===== config.mk =====
export PLATFORM = sky130hd
export DESIGN_NAME = garbage_collector
export DESIGN_NICKNAME = d
export VERILOG_FILES = /design/src/rtl/garbage_collector.sv
export SDC_FILE = /design/constraint.sdc
export NUM_CORES = 1
export LEC_CHECK = 0
export CAP_MARGIN = 20
export CORE_UTILIZATION = 45
export CTS_BUF_LIST = sky130_fd_sc_hd__clkbuf_4
export CTS_CLUSTER_DIAMETER = 80
export DETAILED_ROUTE_END_ITERATION = 8
export DONT_BUFFER_PORTS = 1
export GPL_TIMING_DRIVEN = 1
export HOLD_SLACK_MARGIN = 0.1
export PLACE_DENSITY_LB_ADDON = 0.3
export SYNTH_ARGS = -nofsm -noshare
export SYNTH_HDL_FRONTEND = slang
export SYNTH_SLANG_ARGS = --single-unit

===== constraint.sdc =====
create_clock -name clk_50 -period 2.9 [get_ports clk_50]
set_input_delay 0.145 -clock clk_50 [delete_from_list [all_inputs] [get_ports clk_50]]
set_output_delay 0.145 -clock clk_50 [all_outputs]
set_load 0.01 [all_outputs]

===== src/rtl/garbage_collector.sv =====
// Wear-leveling garbage-collection responder: accepts an erase command, runs the
// flash erase req/ack handshake with timeout, then flags the block in the BET.
module garbage_collector #(
  parameter int ADDR_W  = 12,
  parameter int CNT_W   = 32,
  parameter int TIMEOUT = 4096
) (
  input  logic              clk_50,
  input  logic              rst,
  input  logic              garbage_en,
  input  logic [ADDR_W-1:0] garbage_addr,
  output logic              garbage_state,
  output logic              flash_erase_req,
  output logic [ADDR_W-1:0] flash_erase_addr,
  input  logic              flash_erase_ack,
  input  logic              flash_erase_fail,
  output logic [ADDR_W-1:0] bet_addr,
  output logic              bet_w,
  output logic              bet_w_en,
  output logic [CNT_W-1:0]  e_cnt,
  output logic              erase_err
);

  localparam int TW = (TIMEOUT > 2) ? $clog2(TIMEOUT) : 1;

  typedef enum logic [1:0] {IDLE, WAIT_ACK, BET_WR, DONE} state_t;

  state_t            state_q, state_d;
  logic [ADDR_W-1:0] addr_q, addr_d;
  logic [TW-1:0]     tmo_q, tmo_d;
  logic              busy_q, busy_d;
  logic              req_q, req_d;
  logic              bwe_q, bwe_d;
  logic              err_q, err_d;
  logic [CNT_W-1:0]  ecnt_q, ecnt_d;

  always_comb begin
    state_d = state_q;
    addr_d  = addr_q;
    tmo_d   = tmo_q;
    err_d   = 1'b0;
    ecnt_d  = ecnt_q;
    unique case (state_q)
      IDLE: begin
        if (garbage_en) begin
          addr_d  = garbage_addr;
          tmo_d   = '0;
          state_d = WAIT_ACK;
        end
      end
      WAIT_ACK: begin
        // ack is checked first so an ack on the final timeout cycle still wins
        if (flash_erase_ack) begin
          if (flash_erase_fail) begin
            state_d = IDLE;
            err_d   = 1'b1;
          end else begin
            state_d = BET_WR;
          end
        end else if (tmo_q == TW'(TIMEOUT - 1)) begin
          state_d = IDLE;
          err_d   = 1'b1;
        end else begin
          tmo_d = tmo_q + TW'(1);
        end
      end
      BET_WR:  state_d = DONE;
      DONE:    state_d = IDLE;
      default: state_d = IDLE;
    endcase
    // Outputs are registered, so they are derived from the state being entered.
    busy_d = (state_d != IDLE);
    req_d  = (state_d == WAIT_ACK);
    bwe_d  = (state_d == BET_WR);
    if (bwe_d && !(&ecnt_q)) begin
      ecnt_d = ecnt_q + CNT_W'(1);
    end
  end

  always_ff @(posedge clk_50 or negedge rst) begin
    if (!rst) begin
      state_q <= IDLE;
      addr_q  <= '0;
      tmo_q   <= '0;
      busy_q  <= 1'b0;
      req_q   <= 1'b0;
      bwe_q   <= 1'b0;
      err_q   <= 1'b0;
      ecnt_q  <= '0;
    end else begin
      state_q <= state_d;
      addr_q  <= addr_d;
      tmo_q   <= tmo_d;
      busy_q  <= busy_d;
      req_q   <= req_d;
      bwe_q   <= bwe_d;
      err_q   <= err_d;
      ecnt_q  <= ecnt_d;
    end
  end

  assign garbage_state    = busy_q;
  assign flash_erase_req  = req_q;
  assign flash_erase_addr = addr_q;
  assign bet_addr         = addr_q;
  assign bet_w            = bwe_q;
  assign bet_w_en         = bwe_q;
  assign e_cnt            = ecnt_q;
  assign erase_err        = err_q;

endmodule


==> reports/metrics.yaml <==
initialDrtViolationCount: 85
vdd_ir_drop_max_mv: 0.482
cts_made_buffers: 9
area_delta_synth_final_pct: 9.52
critical_path_arrival_ps: 2500
crit_chain: "ha_1 -> nand3_1 -> or3_1 -> nor2_1 -> a21oi_1 -> dlygate4sd3_1 -> nor3_1"
gp_congestion: 0.777
vias: 2115
synth_seq_cells: 62
grt_pass1_vias: 2106
antenna_found_initial: 0
total_leakage_power_uw: 0.00149
die_h_um: 83.6
synth_ff_type: "dfrtp_1"
ys.warnings.count: 0
fp-row-count: 29
startpoint_type: "flip-flop"
overflow: 0
num_antenna_cells: 0
critical_path_buf_inv_count: 1
cts_tree: "yes"
crit_cells: 7
grt_first_pass_wirelength_mm: 10.1
power_density_nw_per_um2: 660
io_buffers: 0
synth_cells: 292
most-common-layout-cells: "dfrtp_1, nand2_1, xnor2_1"
post-route-util: 0.514
syn-num-nets: 311
slew_viol_final: 0
synth_cell_types: 36
p_total_uw: 2170
setup_viol: 0
critPathRequiredTime_ps: 3230
io_pins: 78
post_drt_wl_per_cell_um: 15.4
ff2ff_setup_slack_ps: 730
drt_wl_total_mm: 5.92
dpl.cell_count: 350
timing.fmax_mhz: 462
grt_setup_unrepaired: "no"
via_per_inst: 5.51
clock_insertion_delay_worst_skew_ps: 410
worst_pin_slew_ps: 757
async_flop_share: 1.00
drv_cap: 0
status: "complete, no violations"
max_slew_margin: 0.495
core_um2: 6390
h-tree-depth: 3
final_antenna_net_count: 0
slowest_delay_ps: 580
timing_hold_violations_final: 0
crit_slowest_cell: "dlygate4sd3_1"
dp_hpwl_mm: 3.90
hp-class: "input pin to async pin"
drt_pass1_iterations: 4
critical_path.top_delay_family: "simple AND/OR/NAND/NOR gates"
synth_area_um2: 3000
grt_max_degree: 63
tns_ps: 0
fin_nets: 321
min_period_ps: 2170
clock_sinks: 62
die_x_um: 83.6
dieArea_um2: 6990
cts-root-buf: "clkbuf_4"
synth_top_area_frac: 0.518
cp-end-kind: "flip-flop"
drcViolationCount: 0
clockBufferDepth: 2
rr_worst_depth: 7
ctsResizeCount: 0
crit-reg2reg-launch: "tmo_q[0]$_DFFE_PN0P_"
r2r_end: "erase_err$_DFF_PN0_"
crit_type: "flip-flop to flip-flop"
fin_crit_sh: 0.747
grt_usage: 0.183
stdcell_count: 384
crit_path_max_fanout: 8
seq_area_frac_synth: 0.518
path_clk_slew_ps: 120
synthTopCellsByArea: "dfrtp_1, xnor2_1, nand2_1, nand4_1, nand3_1"
start_util: 0.469
clock_skew_ps: 10.2
synth.avg_cell_area_um2: 10.3
yosysTopAreaCell: "dfrtp_1"
drive_above_1_share: 0.0879
layout_commonest_cell: "dfrtp_1"
synth_edf_count: 0
Yosys cell counts, drive strengths merged, types with 4 or more instances:
library cell	count
and3	10
buf	16
nand3	22
dfrtp	62
nor3	11
a21oi	4
and4	7
xnor2	25
nor2	16
xor2	9
nand2	51
o21ai	7
nand4	24
per-stage QoR:
step | cell area, um^2 | hold slack (ps) | setup slack (ps)
3_3_place_gp | 2970 | -148 | 880
5_1_grt | 3280 | 243 | 587
6_report | 3280 | 239 | 734
3_5_place_dp | 2970 | -147 | 830
4_1_cts | 3280 | 257 | 762
2_1_floorplan | 3000 | -151 | 1030
sequential cells by signal (all words and copies together) (netlist names):
name,count
e_cnt,32
bet_addr,12
tmo_q,12
state_q,2
bet_w,1
erase_err,1
flash_erase_req,1
garbage_state,1
worst register-to-register path: stages (launching register included):
cell           delay, ps
dfrtp_1              400
ha_1                 220
nand3_1               80
or3_1                510
nor2_1               130
a21oi_1               50
dlygate4sd3_1        580
nor3_1               130
where the power goes:
part | internal (uW) | switching [uW] | leakage (uW)
clock network | 179 | 338 | 0.0000700
logic | 129 | 227 | 0.000591
registers | 1020 | 276 | 0.000832
total | 1330 | 841 | 0.00149
repair_timing:
item                      CTS  global route
setup buffers               0             0
hold endpoints to repair   84             0
hold buffers               18             0
worst max-delay path by stage:
stage / from / to / slack (ps)
floorplan: e_cnt[0]$_DFFE_PN0P_ / e_cnt[3]$_DFFE_PN0P_ / 1030
global placement: e_cnt[0]$_DFFE_PN0P_ / e_cnt[1]$_DFFE_PN0P_ / 880
detailed placement: e_cnt[0]$_DFFE_PN0P_ / e_cnt[1]$_DFFE_PN0P_ / 830
CTS: tmo_q[0]$_DFFE_PN0P_ / erase_err$_DFF_PN0_ / 760
global route: tmo_q[0]$_DFFE_PN0P_ / erase_err$_DFF_PN0_ / 590
finish: tmo_q[0]$_DFFE_PN0P_ / erase_err$_DFF_PN0_ / 730
logic make-up after synthesis:
logic type | Yosys count | synth area share
muxes | 3 | 0.0109
and+or+nand+nor | 152 | 0.280
AOI/OAI and AO/OA | 15 | 0.0347
xor gates and xnor gates | 34 | 0.0994
buffers and inverters | 24 | 0.0488
adders and majority gates | 2 | 0.00835
DFF | 62 | 0.518
area by class of cell:
| cell class | instances | area (um^2) |
|---|---|---|
| fill | 568 | 3100 |
| sequential | 62 | 1550 |
| clock buffer | 9 | 67.6 |
| clock inverter | 7 | 50.0 |
| multi-input combinational | 206 | 1300 |
| tap | 77 | 96.3 |
| inverter | 5 | 20.0 |
| timing repair buffer | 18 | 198 |
layer usage:
layer | vias to the layer above | GRT usage | wire (um)
met5 | - | 0 | 0
met4 | 0 | 0.0508 | 52
met3 | 5 | 0.0722 | 357
met2 | 53 | 0.307 | 2930
met1 | 1025 | 0.219 | 2580
li1 | 1032 | - | -
No activity file was read; power rests on OpenSTA's default activity.
